`src/rtl/imem_boot_loader.sv`:
```
// Framed byte-stream program loader: assembles little-endian words into instruction
// memory and holds the CPU in reset until the image checksum verifies.
module imem_boot_loader #(
  parameter int ADDR_W      = 10,
  parameter int TIMEOUT_CYC = 1000000
) (
  input  logic              clk,
  input  logic              reset,
  input  logic              rx_valid,
  input  logic [7:0]        rx_data,
  output logic              rx_ready,
  output logic              imem_we,
  output logic [ADDR_W-1:0] imem_addr,
  output logic [31:0]       imem_wdata,
  output logic              cpu_reset,
  output logic              done,
  output logic              error
);

  localparam int TMR_W = $clog2(TIMEOUT_CYC + 1);
  localparam logic [TMR_W-1:0] TMR_LAST = TMR_W'(TIMEOUT_CYC - 1);
  localparam logic [31:0] MAX_WORDS = 32'd1 << ADDR_W;

  typedef enum logic [2:0] {HDR0, HDR1, DATA, CSUM, DONE, ERR} state_t;

  state_t            state_q, state_d;
  logic [15:0]       cnt_q, cnt_d;
  logic [ADDR_W:0]   words_q, words_d;
  logic [1:0]        byte_idx_q, byte_idx_d;
  logic [31:0]       word_q, word_d;
  logic [7:0]        csum_q, csum_d;
  logic [TMR_W-1:0]  timer_q, timer_d;
  logic              we_q, we_d;
  logic [ADDR_W-1:0] addr_q, addr_d;
  logic [31:0]       wdata_q, wdata_d;
  logic              rx_ready_q, cpu_reset_q, done_q, error_q;

  logic              accept;
  logic [31:0]       n_hdr;
  logic [ADDR_W:0]   words_inc;

  assign accept    = rx_valid && rx_ready_q;
  assign n_hdr     = {16'd0, rx_data, cnt_q[7:0]};
  assign words_inc = words_q + 1'b1;

  always_comb begin
    state_d    = state_q;
    cnt_d      = cnt_q;
    words_d    = words_q;
    byte_idx_d = byte_idx_q;
    word_d     = word_q;
    csum_d     = csum_q;
    timer_d    = timer_q;
    we_d       = 1'b0;
    addr_d     = addr_q;
    wdata_d    = wdata_q;
    if (accept) begin
      timer_d = '0;
      case (state_q)
        HDR0: begin
          cnt_d[7:0] = rx_data;
          state_d    = HDR1;
        end
        HDR1: begin
          cnt_d[15:8] = rx_data;
          if (n_hdr > MAX_WORDS)  state_d = ERR;
          else if (n_hdr == 32'd0) state_d = CSUM;
          else                     state_d = DATA;
        end
        DATA: begin
          csum_d     = csum_q ^ rx_data;
          word_d     = {rx_data, word_q[31:8]};
          byte_idx_d = byte_idx_q + 2'd1;
          if (byte_idx_q == 2'd3) begin
            we_d    = 1'b1;
            addr_d  = words_q[ADDR_W-1:0];
            wdata_d = word_d;
            words_d = words_inc;
            if (32'(words_inc) == {16'd0, cnt_q}) state_d = CSUM;
          end
        end
        CSUM: state_d = (rx_data == csum_q) ? DONE : ERR;
        default: ;
      endcase
    end else if (state_q == HDR1 || state_q == DATA || state_q == CSUM) begin
      // Timer holds the count of idle edges since the last accepted byte.
      timer_d = timer_q + 1'b1;
      if (timer_q == TMR_LAST) state_d = ERR;
    end
  end

  always_ff @(posedge clk) begin
    if (reset) begin
      state_q     <= HDR0;
      cnt_q       <= '0;
      words_q     <= '0;
      byte_idx_q  <= '0;
      word_q      <= '0;
      csum_q      <= '0;
      timer_q     <= '0;
      we_q        <= 1'b0;
      addr_q      <= '0;
      wdata_q     <= '0;
      rx_ready_q  <= 1'b1;
      cpu_reset_q <= 1'b1;
      done_q      <= 1'b0;
      error_q     <= 1'b0;
    end else begin
      state_q     <= state_d;
      cnt_q       <= cnt_d;
      words_q     <= words_d;
      byte_idx_q  <= byte_idx_d;
      word_q      <= word_d;
      csum_q      <= csum_d;
      timer_q     <= timer_d;
      we_q        <= we_d;
      addr_q      <= addr_d;
      wdata_q     <= wdata_d;
      rx_ready_q  <= (state_d != DONE) && (state_d != ERR);
      cpu_reset_q <= (state_d != DONE);
      done_q      <= (state_d == DONE);
      error_q     <= (state_d == ERR);
    end
  end

  assign rx_ready   = rx_ready_q;
  assign imem_we    = we_q;
  assign imem_addr  = addr_q;
  assign imem_wdata = wdata_q;
  assign cpu_reset  = cpu_reset_q;
  assign done       = done_q;
  assign error      = error_q;

endmodule

```
`config.mk`:
```
export PLATFORM = sky130hd
export DESIGN_NAME = imem_boot_loader
export DESIGN_NICKNAME = d
export VERILOG_FILES = /design/src/rtl/imem_boot_loader.sv
export SDC_FILE = /design/constraint.sdc
export NUM_CORES = 1
export LEC_CHECK = 0
export CAP_MARGIN = 20
export CORE_AREA = 10 10 145 147
export CTS_CLUSTER_DIAMETER = 50
export CTS_CLUSTER_SIZE = 25
export DETAILED_ROUTE_END_ITERATION = 12
export DIE_AREA = 0 0 155 157
export HOLD_SLACK_MARGIN = 0.08
export SETUP_SLACK_MARGIN = 0.2
export SLEW_MARGIN = 20
export SYNTH_ARGS = -nofsm -noshare
export SYNTH_HDL_FRONTEND = slang
export SYNTH_SLANG_ARGS = --single-unit
```
`constraint.sdc`:
```
create_clock -name clk -period 5.7 [get_ports clk]
set_input_delay 1.14 -clock clk [delete_from_list [all_inputs] [get_ports clk]]
set_output_delay 1.14 -clock clk [all_outputs]
set_load 0.01 [all_outputs]
```
==> run_results.csv <==
group,metric,value,unit
sta,setup_tns,0,ps
synthesis,yosysSeqAreaShare,0.491,
synthesis,synth_area,5340,µm²
cts,post-cts-setup-buffer-count,0,
die,die_x,155,µm
layout,area_growth,25.3,%
route,routedWlPerCell,13.9,µm
place,numPortBuffers,57,
cts,cts.hold.buffers_added,0,
route,drtAntennaViolNets,0,
cts,clk_latency,420,ps
worst_setup_path,rrSetupSlack,2950,ps
die,ios,58,
cts,clk_pin_slew,60,ps
sta,slew_viol_final,0,
synthesis,synth_top_area_share,0.491,
sta,fin_crit_sh,0.572,
global_route,grt.met2_usage,0.170,
sta,finClkSkew,10.6,ps
worst_setup_path,crit_path_max_fanout,12,
sta,max_slew_margin,0.492,
global_route,grt_max_degree,110,
worst_hold_path,min_from,"imem_wdata[0]",
die,dieArea,24300,µm²
outcome,status,"completed",
synthesis,yosysWarnings,0,
layout,post-route-util,0.365,
synthesis,synth_seq_cells,131,
sta,min_period,3260,ps
worst_setup_path,r2r-start,"state_q[1]",
worst_hold_path,hold_class,"reg2reg",
sta,clock.fmax,0.307,GHz
cts,cts_root_buf,"clkbuf_16",
die,initial_core_util,0.291,
route,wirelength,13100,µm
synthesis,yosys.area.top_type,"dfxtp_1",
worst_setup_path,r2r_cells,8,
worst_setup_path,path_class,"in2reg",
place,place_congestion,0.801,
layout,nets,713,
power,p_leak,2.23,nW
global_route,grt_pass1_wl,21500,µm
route,drc_errors,0,
cts,clockBufferDepth,2,
synthesis,synth_nets,675,
global_route,grt-ovfl-total,0,
worst_setup_path,critPathLaunchType,"input port",
synthesis,yosysUniqueCellTypes,49,
cts,cts_sinks,131,
global_route,grt_busiest_layer,"met2",
cts,cts_tree,"built",
worst_setup_path,critPathArrivalTime,3620,ps
route,drt-pass1-iter-count,5,
worst_hold_path,min_to,"imem_wdata[0]",
synthesis,syn_area_per_cell,8.08,µm²
layout,antenna_cells,0,
sta,hold_ws,453,ps
power,max-vdd-ir-drop,0.000179,V
die,core_area,18300,µm²
power,powerDensity,319,nW/µm²
sta,hold_violations,0,
layout,final_cells,945,
global_route,met3_usage,0.0322,
cts,h-tree-depth,4,
global_route,grt_pass1_vias,4149,
cts,ctsResizeCount,0,
global_route,antenna_found_initial,0,
layout,drive_gt1_frac,0.0619,
sta,finalSetupViolations,0,
worst_setup_path,critPathRequiredTime,6060,ps
global_route,met1_usage,0.136,
cts,numCtsBuffers,17,
die,die_h,157,µm
worst_setup_path,r2r_end,"words_q[5]",
die,num_rows,50,
place,dp_hpwl,8960,µm
place,dp_slack,2040,ps
global_route,grtUsageTotal,0.108,
worst_setup_path,crit_path_end_kind,"flip-flop",
route,viasPerCell,4.67,
sta,fin_ws,2440,ps
worst_hold_path,whs_path_depth,2,
job,drv_cap,0,
sta,tightest_slew,763,ps
place,placed_cells,913,
synthesis,syn_inst,661,
synthesis,synth_area_leaders,"dfxtp_1 (49%), nand2_1 (12%), a21oi_1 (8.3%), xor2_1 (6.1%), nor2_1 (3.9%)",
route,vias,4411,
sta,rsz0062_at_grt,"false",
route,first_iter_violations,303,
power breakdown:
part	switching (mW)	internal, mW
Sequential	0.00988	0.926
Combinational	0.0534	0.0315
Clock	0.406	0.709
synthesized netlist by cell type, drive strengths merged:
master   instances
a2111oi          1
a21boi           2
a21oi           89
a22oi            1
a31o             1
a31oi            1
and2             1
and3             3
and3b            1
and4             3
buf             11
clkbuf          31
dfxtp          131
ha               3
inv              2
mux2i            2
nand2          172
nand2b           1
nand3           24
nand3b           2
nand4           11
nor2            56
nor2b            7
nor3             9
nor3b            1
nor4             5
nor4b            2
nor4bb           1
o211ai           1
o21a             1
o21ai           14
o21ba            1
o21bai           2
o22a             1
o311ai           2
o41ai            1
or2              2
or3              5
or3b             1
or4              1
or4b             1
xnor2           17
xor2            37
metrics by stage:
| stage | instance area (µm²) | power (mW) |
|---|---|---|
| 3_5_place_dp | 6060 | 1.04 |
| 6_report | 6690 | 2.14 |
| 5_1_grt | 6690 | 2.22 |
| 4_1_cts | 6660 | 2.16 |
| 2_1_floorplan | 5340 | 1.01 |
| 3_3_place_gp | 6060 | 1.04 |
routing by layer:
| metal | routed length (µm) | share of wire |
|---|---|---|
| met1 | 6290 | 0.48 |
| met2 | 6180 | 0.47 |
| met3 | 488 | 0.037 |
| met4 | 193 | 0.015 |
| met5 | 0 | 0 |
sequential cells by signal (all words and copies together) (netlist names):
name / count
cpu_reset: 1
csum_q: 8
byte_idx_q: 2
error: 1
state_q: 3
timer_q: 20
rx_ready: 1
words_q: 11
cnt_q: 16
imem_wdata: 32
imem_addr: 10
word_q: 24
done: 1
imem_we: 1
kinds of logic (layout without fill, tap and decap cells):
| group | after synthesis | after routing | synth area share |
|---|---|---|---|
| XOR/XNOR | 54 | 54 | 0.0886 |
| flip-flops | 131 | 131 | 0.491 |
| AO/OA/AOI/OAI | 118 | 118 | 0.120 |
| AND/OR/NAND/NOR | 309 | 309 | 0.256 |
| adder cells (fa/ha/maj) | 3 | 3 | 0.00703 |
| multiplexers | 2 | 2 | 0.00375 |
| buffers and inverters | 44 | 94 | 0.0333 |
how the worst max path moves through the flow:
stage | from | end | slack (ps) | cells after the start
final | rx_valid | done | 2440 | 6
after global routing | rx_valid | state_q[0] | 2170 | 6
after CTS | rx_valid | state_q[0] | 2470 | 6
after detailed placement | rx_valid | state_q[0] | 2040 | 6
after global placement | rx_valid | state_q[0] | 2090 | 6
after floorplan | rx_data[2] | done | 3030 | 7
final cells by class:
cell class	instances	area, µm²
fillers	1890	11600
flip-flops and latches	131	2620
multi-input cells	486	2540
repair buffers	61	618
clock buffers	19	453
well taps	234	293
clock inverters	12	154
inverters	2	7.51
placed cells by master, fill, tap and decap left out, drive strengths merged, types with 2 or more instances in the layout:
master and instances:
a21boi 2, a21oi 89, and3 3, and4 3
buf 5, bufinv 3, clkbuf 19, clkdlybuf4s50 56
clkinv 4, clkinvlp 3, dfxtp 131, ha 3
inv 4, mux2i 2, nand2 172, nand3 24
nand3b 2, nand4 11, nor2 56, nor2b 7
nor3 9, nor4 5, nor4b 2, o21ai 14
o21bai 2, o311ai 2, or2 2, or3 5
xnor2 17, xor2 37
critical path: stages:
cell and delay, ps:
clkdlybuf4s50_1 450, nand2_1 180, nor2_1 580, nand2_1 400, o311ai_1 630, and3b_1 230
Note: power is estimated with default switching activity, not from simulation.
